==> src/rtl/up_copy_ctrl.sv <==
// Word-granular memory-to-memory copy engine: reads up to BUF_DEPTH words, then writes them out, repeating until done.
// Optional build macro UP_COPY_ALIGN_CHECK_EN rejects misaligned src/dst with a sticky err_o instead of truncating.
module up_copy_ctrl #(
    parameter int ADDR_WIDTH = 32,
    parameter int DATA_WIDTH = 32,
    parameter int SIZE_WIDTH = 16,
    parameter int BUF_DEPTH  = 4
) (
    input  logic                  ACLK,
    input  logic                  ARESET,
    input  logic [ADDR_WIDTH-1:0] src_addr_i,
    input  logic [ADDR_WIDTH-1:0] dst_addr_i,
    input  logic [SIZE_WIDTH-1:0] size_i,
    input  logic                  ctrl_int_en_i,
    input  logic                  cmd_trigger_pulse_i,
    input  logic                  cmd_clr_int_pulse_i,
    output logic                  status_busy_o,
    output logic                  status_int_pending_o,
    output logic                  irq_o,
    output logic                  err_o,
    output logic                  mem_req_o,
    output logic                  mem_we_o,
    output logic [ADDR_WIDTH-1:0] mem_addr_o,
    output logic [DATA_WIDTH-1:0] mem_wdata_o,
    output logic [3:0]            mem_be_o,
    input  logic                  mem_gnt_i,
    input  logic                  mem_rvalid_i,
    input  logic [DATA_WIDTH-1:0] mem_rdata_i
);
    localparam int PTR_W = $clog2(BUF_DEPTH);
    localparam int CNT_W = PTR_W + 1;
    localparam logic [CNT_W-1:0] FULL = CNT_W'(BUF_DEPTH);
    localparam logic [ADDR_WIDTH-1:0] WORD_STEP = ADDR_WIDTH'(4);

    typedef enum logic [2:0] {IDLE, READ, RWAIT, WRITE, DONE} state_t;

    state_t                r_state;
    state_t                w_next;
    logic [ADDR_WIDTH-1:0] r_src;
    logic [ADDR_WIDTH-1:0] r_dst;
    logic [SIZE_WIDTH-1:0] r_rd_left;
    logic [DATA_WIDTH-1:0] r_buf [BUF_DEPTH];
    logic [PTR_W-1:0]      r_wptr;
    logic [PTR_W-1:0]      r_rptr;
    logic [CNT_W-1:0]      r_cnt;
    logic                  r_int_pending;

    logic                  w_trig;
    logic                  w_misalign;
    logic                  w_push;
    logic                  w_pop;
    logic [SIZE_WIDTH-1:0] w_words;
    logic [CNT_W-1:0]      w_cnt_inc;

    assign w_trig    = (r_state == IDLE) && cmd_trigger_pulse_i;
    assign w_push    = (r_state == RWAIT) && mem_rvalid_i;
    assign w_pop     = (r_state == WRITE) && mem_gnt_i;
    assign w_words   = size_i >> 2;
    assign w_cnt_inc = r_cnt + CNT_W'(1);

`ifdef UP_COPY_ALIGN_CHECK_EN
    logic r_err;
    assign w_misalign = (|src_addr_i[1:0]) | (|dst_addr_i[1:0]);
    assign err_o      = r_err;

    always_ff @(posedge ACLK) begin
        if (ARESET) begin
            r_err <= 1'b0;
        end else if (w_trig) begin
            r_err <= w_misalign;
        end
    end
`else
    assign w_misalign = 1'b0;
    assign err_o      = 1'b0;
`endif

    always_ff @(posedge ACLK) begin
        if (ARESET) begin
            r_state <= IDLE;
        end else begin
            r_state <= w_next;
        end
    end

    always_comb begin
        w_next = r_state;
        case (r_state)
            IDLE: begin
                if (w_trig) begin
                    w_next = (w_misalign || (w_words == '0)) ? DONE : READ;
                end
            end
            READ: begin
                if (mem_gnt_i) w_next = RWAIT;
            end
            RWAIT: begin
                // r_rd_left still counts the word being received this cycle
                if (mem_rvalid_i) begin
                    w_next = ((w_cnt_inc != FULL) && (r_rd_left != SIZE_WIDTH'(1))) ? READ : WRITE;
                end
            end
            WRITE: begin
                if (mem_gnt_i && (r_cnt == CNT_W'(1))) begin
                    w_next = (r_rd_left != '0) ? READ : DONE;
                end
            end
            DONE:    w_next = IDLE;
            default: w_next = IDLE;
        endcase
    end

    always_ff @(posedge ACLK) begin
        if (ARESET) begin
            r_rd_left     <= '0;
            r_wptr        <= '0;
            r_rptr        <= '0;
            r_cnt         <= '0;
            r_int_pending <= 1'b0;
        end else begin
            if (w_trig) begin
                r_rd_left <= w_words;
            end else if (w_push) begin
                r_rd_left <= r_rd_left - SIZE_WIDTH'(1);
            end
            if (w_push) begin
                r_wptr <= r_wptr + PTR_W'(1);
                r_cnt  <= w_cnt_inc;
            end else if (w_pop) begin
                r_rptr <= r_rptr + PTR_W'(1);
                r_cnt  <= r_cnt - CNT_W'(1);
            end
            // Setting in DONE takes priority over a coincident clear
            if ((r_state == DONE) && ctrl_int_en_i) begin
                r_int_pending <= 1'b1;
            end else if (cmd_clr_int_pulse_i) begin
                r_int_pending <= 1'b0;
            end
        end
    end

    always_ff @(posedge ACLK) begin
        if (w_trig) begin
            r_src <= src_addr_i & ~ADDR_WIDTH'(3);
            r_dst <= dst_addr_i & ~ADDR_WIDTH'(3);
        end else begin
            if (w_push) r_src <= r_src + WORD_STEP;
            if (w_pop)  r_dst <= r_dst + WORD_STEP;
        end
        if (w_push) begin
            r_buf[r_wptr] <= mem_rdata_i;
        end
    end

    assign mem_req_o            = (r_state == READ) || (r_state == WRITE);
    assign mem_we_o             = (r_state == WRITE);
    assign mem_addr_o           = (r_state == READ)  ? r_src :
                                  (r_state == WRITE) ? r_dst : '0;
    assign mem_wdata_o          = (r_state == WRITE) ? r_buf[r_rptr] : '0;
    assign mem_be_o             = (r_state == WRITE) ? 4'hF : 4'h0;
    assign status_busy_o        = (r_state != IDLE);
    assign status_int_pending_o = r_int_pending;
    assign irq_o                = r_int_pending;
endmodule

==> config.mk <==
export PLATFORM = sky130hd
export DESIGN_NAME = up_copy_ctrl
export DESIGN_NICKNAME = d
export VERILOG_FILES = /design/src/rtl/up_copy_ctrl.sv
export SDC_FILE = /design/constraint.sdc
export NUM_CORES = 1
export LEC_CHECK = 0
export BUFFER_PORTS_ARGS = -buffer_cell sky130_fd_sc_hd__buf_4
export CAP_MARGIN = 10
export CORE_ASPECT_RATIO = 1.2
export CORE_MARGIN = 2
export CORE_UTILIZATION = 40
export CTS_BUF_LIST = sky130_fd_sc_hd__clkbuf_4 sky130_fd_sc_hd__clkbuf_8
export CTS_CLUSTER_SIZE = 24
export DETAILED_ROUTE_END_ITERATION = 16
export PLACE_DENSITY = 0.67
export SLEW_MARGIN = 30
export SYNTH_ARGS = -nofsm -noshare
export SYNTH_HDL_FRONTEND = slang
export SYNTH_SLANG_ARGS = --single-unit
==> constraint.sdc <==
create_clock -name ACLK -period 2.8 [get_ports ACLK]
set_input_delay 0.14 -clock ACLK [delete_from_list [all_inputs] [get_ports ACLK]]
set_output_delay 0.14 -clock ACLK [all_outputs]
set_load 0.02 [all_outputs]
---- Word level (Yosys, flattened, before mapping) ----
Memories as Yosys holds them, arrays and structs flattened. A register that Yosys moved wholly into a read port is not among the register bits.
Index checks and enable logic that the tools add are counted.
Widths: inputs -> output; s select.
operators by class
  $add $sub $neg .......................... 7
  multiply operators ...................... 0
  divide/modulo/power cells ............... 0
  magnitude comparators ................... 0
  eq/ne operators ......................... 11
  shift-type cells ........................ 0
  muxes and demuxes ....................... 26
  bitwise operators ....................... 1
  reduce and logical (&&, ||, !) cells .... 18
operators with widths
  kind                   count
  $mux 32                7
  $add 32x3->32 const B  2
  $mux 14                2
  $mux 3                 8
  $logic_not 16->1       1
  $ne 16x1->1 const B    1
  $reduce_bool 16->1     1
  $sub 16x1->16 const B  1
  $pmux 3 s4             1
  $reduce_bool 2->1      4
  $eq 3x1->1 const B     2
  $eq 3x2->1 const B     2
  $logic_and 1x1->1      6
  $mux 2                 3
  $ne 2x2->1 const B     3
  $add 2x1->2 const B    2
  $mux 1                 4
  $mux 4                 1
  $reduce_and 4->1       1
  $add 3x1->3 const B    1
  $eq 3x3->1 const B     1
  $logic_not 3->1        1
  $ne 3x3->1 const B     1
  $reduce_bool 3->1      1
  6 further kinds        6
storage, ports and cells
  bits in registers ....................... 91
  latch bits .............................. 0
  bits in writable memories ............... 128
  ROM bits ................................ 0
  input port bits ......................... 119
  memories kept ........................... 1
memory list
  memory  depth  bits a word  read ports  clocked after memory_dff  wr ports  line  RTL
  r_buf   4      32           1           1                         1         42    logic [DATA_WIDTH-1:0] r_buf [BUF_DEPTH];

---- Logic depth before layout (Yosys ltp) ----
  depth in word-level cells ............... 6
  mapped depth ............................ 7
  depth with buffers taken out ............ 7

---- Worst setup path after synthesis ----
OpenSTA, ideal clock, no wires.
  kind .................................... flip-flop to flip-flop
  start ................................... register r_state[0]
  end ..................................... register r_dst[10] (enable)
  arrival time ............................ 2.143 ns
  data required time ...................... 2.413 ns
  path slack .............................. 0.269 ns
  stages on the path, launching flop included .. 6
  path buffers ............................ 3
  clock period less this slack ............ 2.531 ns
  cell sequence ........................... dfxtp_1 -> or4b_2 -> clkbuf_1 -> clkbuf_1 -> clkbuf_1 -> nand2_1
on the way
  word-level cells in the longest chain between the ends .. 3
  elaborated cells on any way between the ends .. 5
RTL lines
  item                                           line    RTL
  from (decl)                                    37      state_t r_state;
  from (signal assigned)                         82      r_state <= w_next;
  $eq 3x2->1 or $logic_not 3->1 (tied branches)  57, 55
  $logic_and 1x1->1 (on tied branches)           57, 55
  $reduce_bool 2->1 (no line) *                  n/a
  to (signal assigned)                           145     r_dst <= dst_addr_i & ~ADDR_WIDTH'(3);
  to (signal assigned)                           148     if (w_pop) r_dst <= r_dst + WORD_STEP;
  to (decl)                                      40      logic [ADDR_WIDTH-1:0] r_dst;
Mark *: on every way between the ends. The rest lies on a longest branch, timed or not.
A chain may end at the register's enable or synchronous reset.

---- Final worst setup path ----
  start ................................... register r_state[1]
  end ..................................... register r_rd_left[0]
on the way
  word-level cells in the longest chain between the ends .. 3
  elaborated cells on any way between the ends .. 6
RTL lines
  item                                                    line    RTL
  $eq 3x2->1 or $logic_not 3->1 (tied branches)           56, 55
  $logic_and 1x1->1 (on tied branches)                    56, 55
  $reduce_bool 2->1 (no line) or $mux 14 (tied branches)  n/a
  to (signal assigned)                                    122     r_rd_left <= w_words;
  to (signal assigned)                                    124     r_rd_left <= r_rd_left - SIZE_WIDTH'(1);
  to (decl)                                               41      logic [SIZE_WIDTH-1:0] r_rd_left;
Several ways; a longest one is shown, not always the timed one.

==> flow_summary.rst <==
.. list-table::
   :header-rows: 1

   * - Metric
     - Value
   * - Outcome
     - finished clean
   * - Post-route DRC violation count
     - 0
   * - Power per cell area
     - about 560 mW/mm^2
   * - Wire length of the first global-routing pass
     - 40570 um
   * - Placeable core region
     - 0.02562 sq mm
   * - Power Internal
     - 5.800 mW
   * - CTS clock-pin slew for the worst setup and hold paths
     - 0.06 ns
   * - Count of buffer and inverter cells on the critical path
     - 4
   * - Fraction of the core area covered by cells at the end of the flow
     - 0.5542
   * - Number of nets at the end of the flow
     - between 1000 and 1500
   * - Clock Tree Root
     - clkbuf_8
   * - Path class of the lowest-slack min-delay path
     - input port to flop
   * - Insertion delay of the later-clocked pin in the worst-skew pair
     - between 0.5 and 0.6 ns
   * - Fin crit period
     - between 2 and 3 ns
   * - Category of the worst setup path capture point
     - flop
   * - Slowest cell on crit path
     - dlygate4sd3_1
   * - Worst setup slack for register-to-register paths
     - between 0.2 and 0.3 ns
   * - Pins over their slew limit
     - 0
   * - Max FO, Critical Path
     - 33
   * - Placed insts
     - 1326
   * - Routed wirelength normalized by instance count
     - approximately 17 um
   * - Worst-case reg-to-reg path depth
     - 9
   * - Count of nets left with antenna violations after detail routing
     - 0
   * - Worst IR Drop VDD
     - 336.7 uV
   * - Most frequent cells in the layout
     - buf_4, edfxtp_1, dlygate4sd3_1
   * - Crit-path leading delay family
     - buffers and inverters
   * - Post-layout instance count excluding filler cells
     - 1515
   * - Setup violation total in the final timing report
     - 0
   * - Commonest non-fill, non-tap cell in the layout
     - buf_4
   * - Slew of the pin with the lowest slew margin
     - about 0.6 ns
   * - Unrepaired setup endpoints after global routing
     - false
   * - Leading register cell type out of synthesis
     - edfxtp_1
   * - Share of total power in sequential cells
     - 0.500
   * - Crit path required time
     - between 3 and 4 ns
   * - Number of max-capacitance violations reported
     - 0
   * - Hold Slack
     - ~0.059 ns
   * - Die Footprint
     - about 0.027 sq mm
   * - Number of enable-type register cells in the synthesized netlist
     - approximately 190
   * - Instance area after placement
     - between 0.01 and 0.015 sq mm
   * - Antenna violations before repair
     - 1
   * - Overall via count from detail_route
     - about 7800
   * - Vias per inst
     - between 5 and 6
   * - Wire length after detailed routing
     - ~26000 um
   * - Clock tree skew after final layout
     - 0.01851 ns
   * - Maximum achievable frequency
     - between 300 and 400 MHz
   * - Number of warnings issued by yosys
     - 0
   * - Final hold viol count
     - 0
   * - Count of TritonRoute iterations in the first routing pass
     - 5
   * - Worst Setup SP
     - r_state[1]$_SDFFE_PP0P_
   * - CTS tree
     - built
   * - Layout area overhead
     - 35.94%
   * - Pre-CTS WS
     - around 0.61 ns
   * - Global routing usage summed across all routing layers
     - 0.1868
   * - Maximum clock path buffer count
     - 3
   * - Start-to-end type of the worst setup path
     - flop to flop
   * - Initial DRC count
     - about 430
   * - Total power
     - 7.883 mW
   * - Portion of total power attributed to combinational logic
     - 0.161
   * - Switching power of the nets
     - between 2 and 2.5 mW
   * - Seq cells post-synth
     - ~220
   * - Die span in y
     - between 150 and 200 um
   * - # H-tree levels
     - 2
   * - Die W
     - around 150 um
   * - Final worst setup slack
     - between 0.2 and 0.3 ns
   * - Footprint of the multi-input gates
     - between 0.003 and 0.004 sq mm
   * - Async set or reset register ratio after synthesis
     - 0
   * - Netlist Area Pre-Place
     - 0.01045 sq mm
   * - Cell-by-cell listing of the critical path
     - buf_4 > nand4bb_1 > buf_4 > nand2_1 > buf_12 > nand2_1 > o21ai_0 > a21oi_1 > dlygate4sd3_1
   * - Data arrival at the endpoint of the critical path
     - 2.94 ns
   * - Final RePlAce weighted congestion
     - between 0.7 and 0.8
   * - Reg-to-reg critical path endpoint
     - r_rd_left[0]$_SDFFE_PP0P_
   * - Relative slew slack
     - 0.5967
   * - Switching share of power
     - 0.2643
   * - Pleak
     - between 5 and 6 nW
   * - Setup TNS after final layout
     - 0 ns
   * - Fraction of final layout cells with drive strength greater than 1
     - 0.2610
   * - Total I/O pin count
     - ~190
   * - TritonCTS Buffers
     - 38
   * - Average footprint of a synthesized cell
     - approximately 12 sq um
   * - HPWL after detailed placement
     - around 16000 um
   * - Global route overflow
     - 0
   * - Port Buffer Count
     - approximately 180
   * - Cell count after synthesis
     - 844
   * - Worst r2r src
     - r_state[1]$_SDFFE_PP0P_
   * - Register area share after synthesis
     - 0.5959
   * - Filler Cells Inserted
     - 2162
   * - Flip-flop and latch area
     - 0.006228 sq mm
   * - Number of placement rows
     - between 60 and 70
   * - Vias in the first global route
     - 8015
   * - Number of clock sinks
     - between 200 and 250
   * - Largest stage delay, worst path
     - 0.56 ns
   * - Unique cell type count in the Yosys netlist
     - 53
   * - Total number of cells along the worst setup path
     - 9
   * - Area of all placed cells without fillers
     - ~0.014 sq mm
   * - Starting Density
     - 0.4077
   * - Termination of the worst setup path
     - r_rd_left[0]$_SDFFE_PP0P_
   * - Pin count of the biggest net entering global routing
     - slightly above 100
   * - Share of total power in the clock network
     - 0.339
   * - Post-route fraction of the period consumed by the critical path
     - 0.9055
   * - Startpoint types
     - flop
[layer usage]
layer,part of all wire,wire length [um],GRT usage,vias up
met2,0.51,13170,0.3345,239
li1,-,-,-,3751
met3,0.059,1525,0.03510,44
met5,0,0,0,-
met4,0.018,471,0.05222,0
met1,0.41,10580,0.2283,3784
[power groups by stage]
| stage | clock (mW) | combinational [mW] | sequential (mW) |
|---|---|---|---|
| 6_report | 2.67 | 1.27 | 3.94 |
| 5_1_grt | 2.90 | 1.39 | 3.97 |
| 4_1_cts | 2.76 | 1.26 | 3.94 |
| 3_5_place_dp | 0 | 1.11 | 4.00 |
| 3_3_place_gp | 0 | 1.10 | 4.00 |
| 2_1_floorplan | 0 | 0.696 | 3.95 |
[state kept, by name, summed over array words and instances, names as in the netlist, named ones only]
register	count
r_buf	128
r_rd_left	16
r_wptr	2
r_rptr	2
r_src	30
r_state	3
r_dst	30
r_cnt	3
irq_o	1
[cell type report]
type	count	share of cell area
clock buffers	49	0.04352
flip-flops and latches	217	0.4386
clock inverters	15	0.005110
multi-input cells	560	0.2773
well taps	330	0.02907
diodes	1	0.0001762
repair buffers	328	0.2023
inverters	15	0.003964
[worst min path at each step]
stage / start / to / slack (ns) / cells past startpoint
6_report: mem_gnt_i / r_rptr[1]$_SDFFE_PP0P_ / 0.06 / 4
3_5_place_dp: mem_rdata_i[27] / r_buf[1][27]$_DFFE_PP_ / 0.34 / 1
3_3_place_gp: mem_rdata_i[24] / r_buf[2][24]$_DFFE_PP_ / 0.34 / 1
4_1_cts: mem_gnt_i / r_cnt[2]$_SDFFE_PP0P_ / 0.02 / 4
2_1_floorplan: mem_rdata_i[0] / r_buf[0][0]$_DFFE_PP_ / 0.24 / 0
5_1_grt: mem_rvalid_i / r_state[1]$_SDFFE_PP0P_ / 0.05 / 3
[synth_stat cells, drive strengths merged (2+ instances only)]
cell | n | share of area
nor3 | 16 | 0.0081
clkbuf | 33 | 0.012
buf | 21 | 0.012
nand4 | 25 | 0.015
nor4 | 10 | 0.0074
and2 | 39 | 0.023
a211oi | 2 | 0.0014
nor2b | 4 | 0.0024
or3 | 3 | 0.0018
nor2 | 75 | 0.027
a21oi | 37 | 0.018
ha | 13 | 0.016
xor2 | 44 | 0.037
and4 | 3 | 0.0025
inv | 15 | 0.0054
dfxtp | 29 | 0.056
nand2 | 81 | 0.029
o211ai | 4 | 0.0029
o311ai | 3 | 0.0025
and3 | 7 | 0.0042
nand3 | 34 | 0.016
edfxtp | 188 | 0.54
or4 | 5 | 0.0044
nand2b | 3 | 0.0018
mux2i | 30 | 0.029
a31oi | 3 | 0.0018
xnor2 | 20 | 0.017
o21ai | 49 | 0.023
mux4 | 32 | 0.069
[what timing repair did]
action	in CTS	in global routing
endpoints found under the setup margin	0	1
resized for setup	0	1
hold endpoints to repair	212	0
hold buffers	124	0
buffers inserted	0	0
[worst reg2reg max path, cell delays in order (launching register included)]
cell,delay [ns]
dfxtp_2,0.41
buf_4,0.51
nand4bb_1,0.16
buf_4,0.20
nand2_1,0.13
buf_12,0.23
nand2_1,0.07
o21ai_0,0.07
a21oi_1,0.08
dlygate4sd3_1,0.56
[logic make-up after synthesis]
kind of cell / share of synthesized area
AO/OA/AOI/OAI: 0.05749
XOR/XNOR: 0.05365
adder cells (fa/ha/maj): 0.01557
buffers and inverters: 0.02910
flip-flops: 0.5959
multiplexers: 0.09880
other: 0.0003589
AND/OR/NAND/NOR: 0.1491
Note: power is estimated with default switching activity, not from simulation.
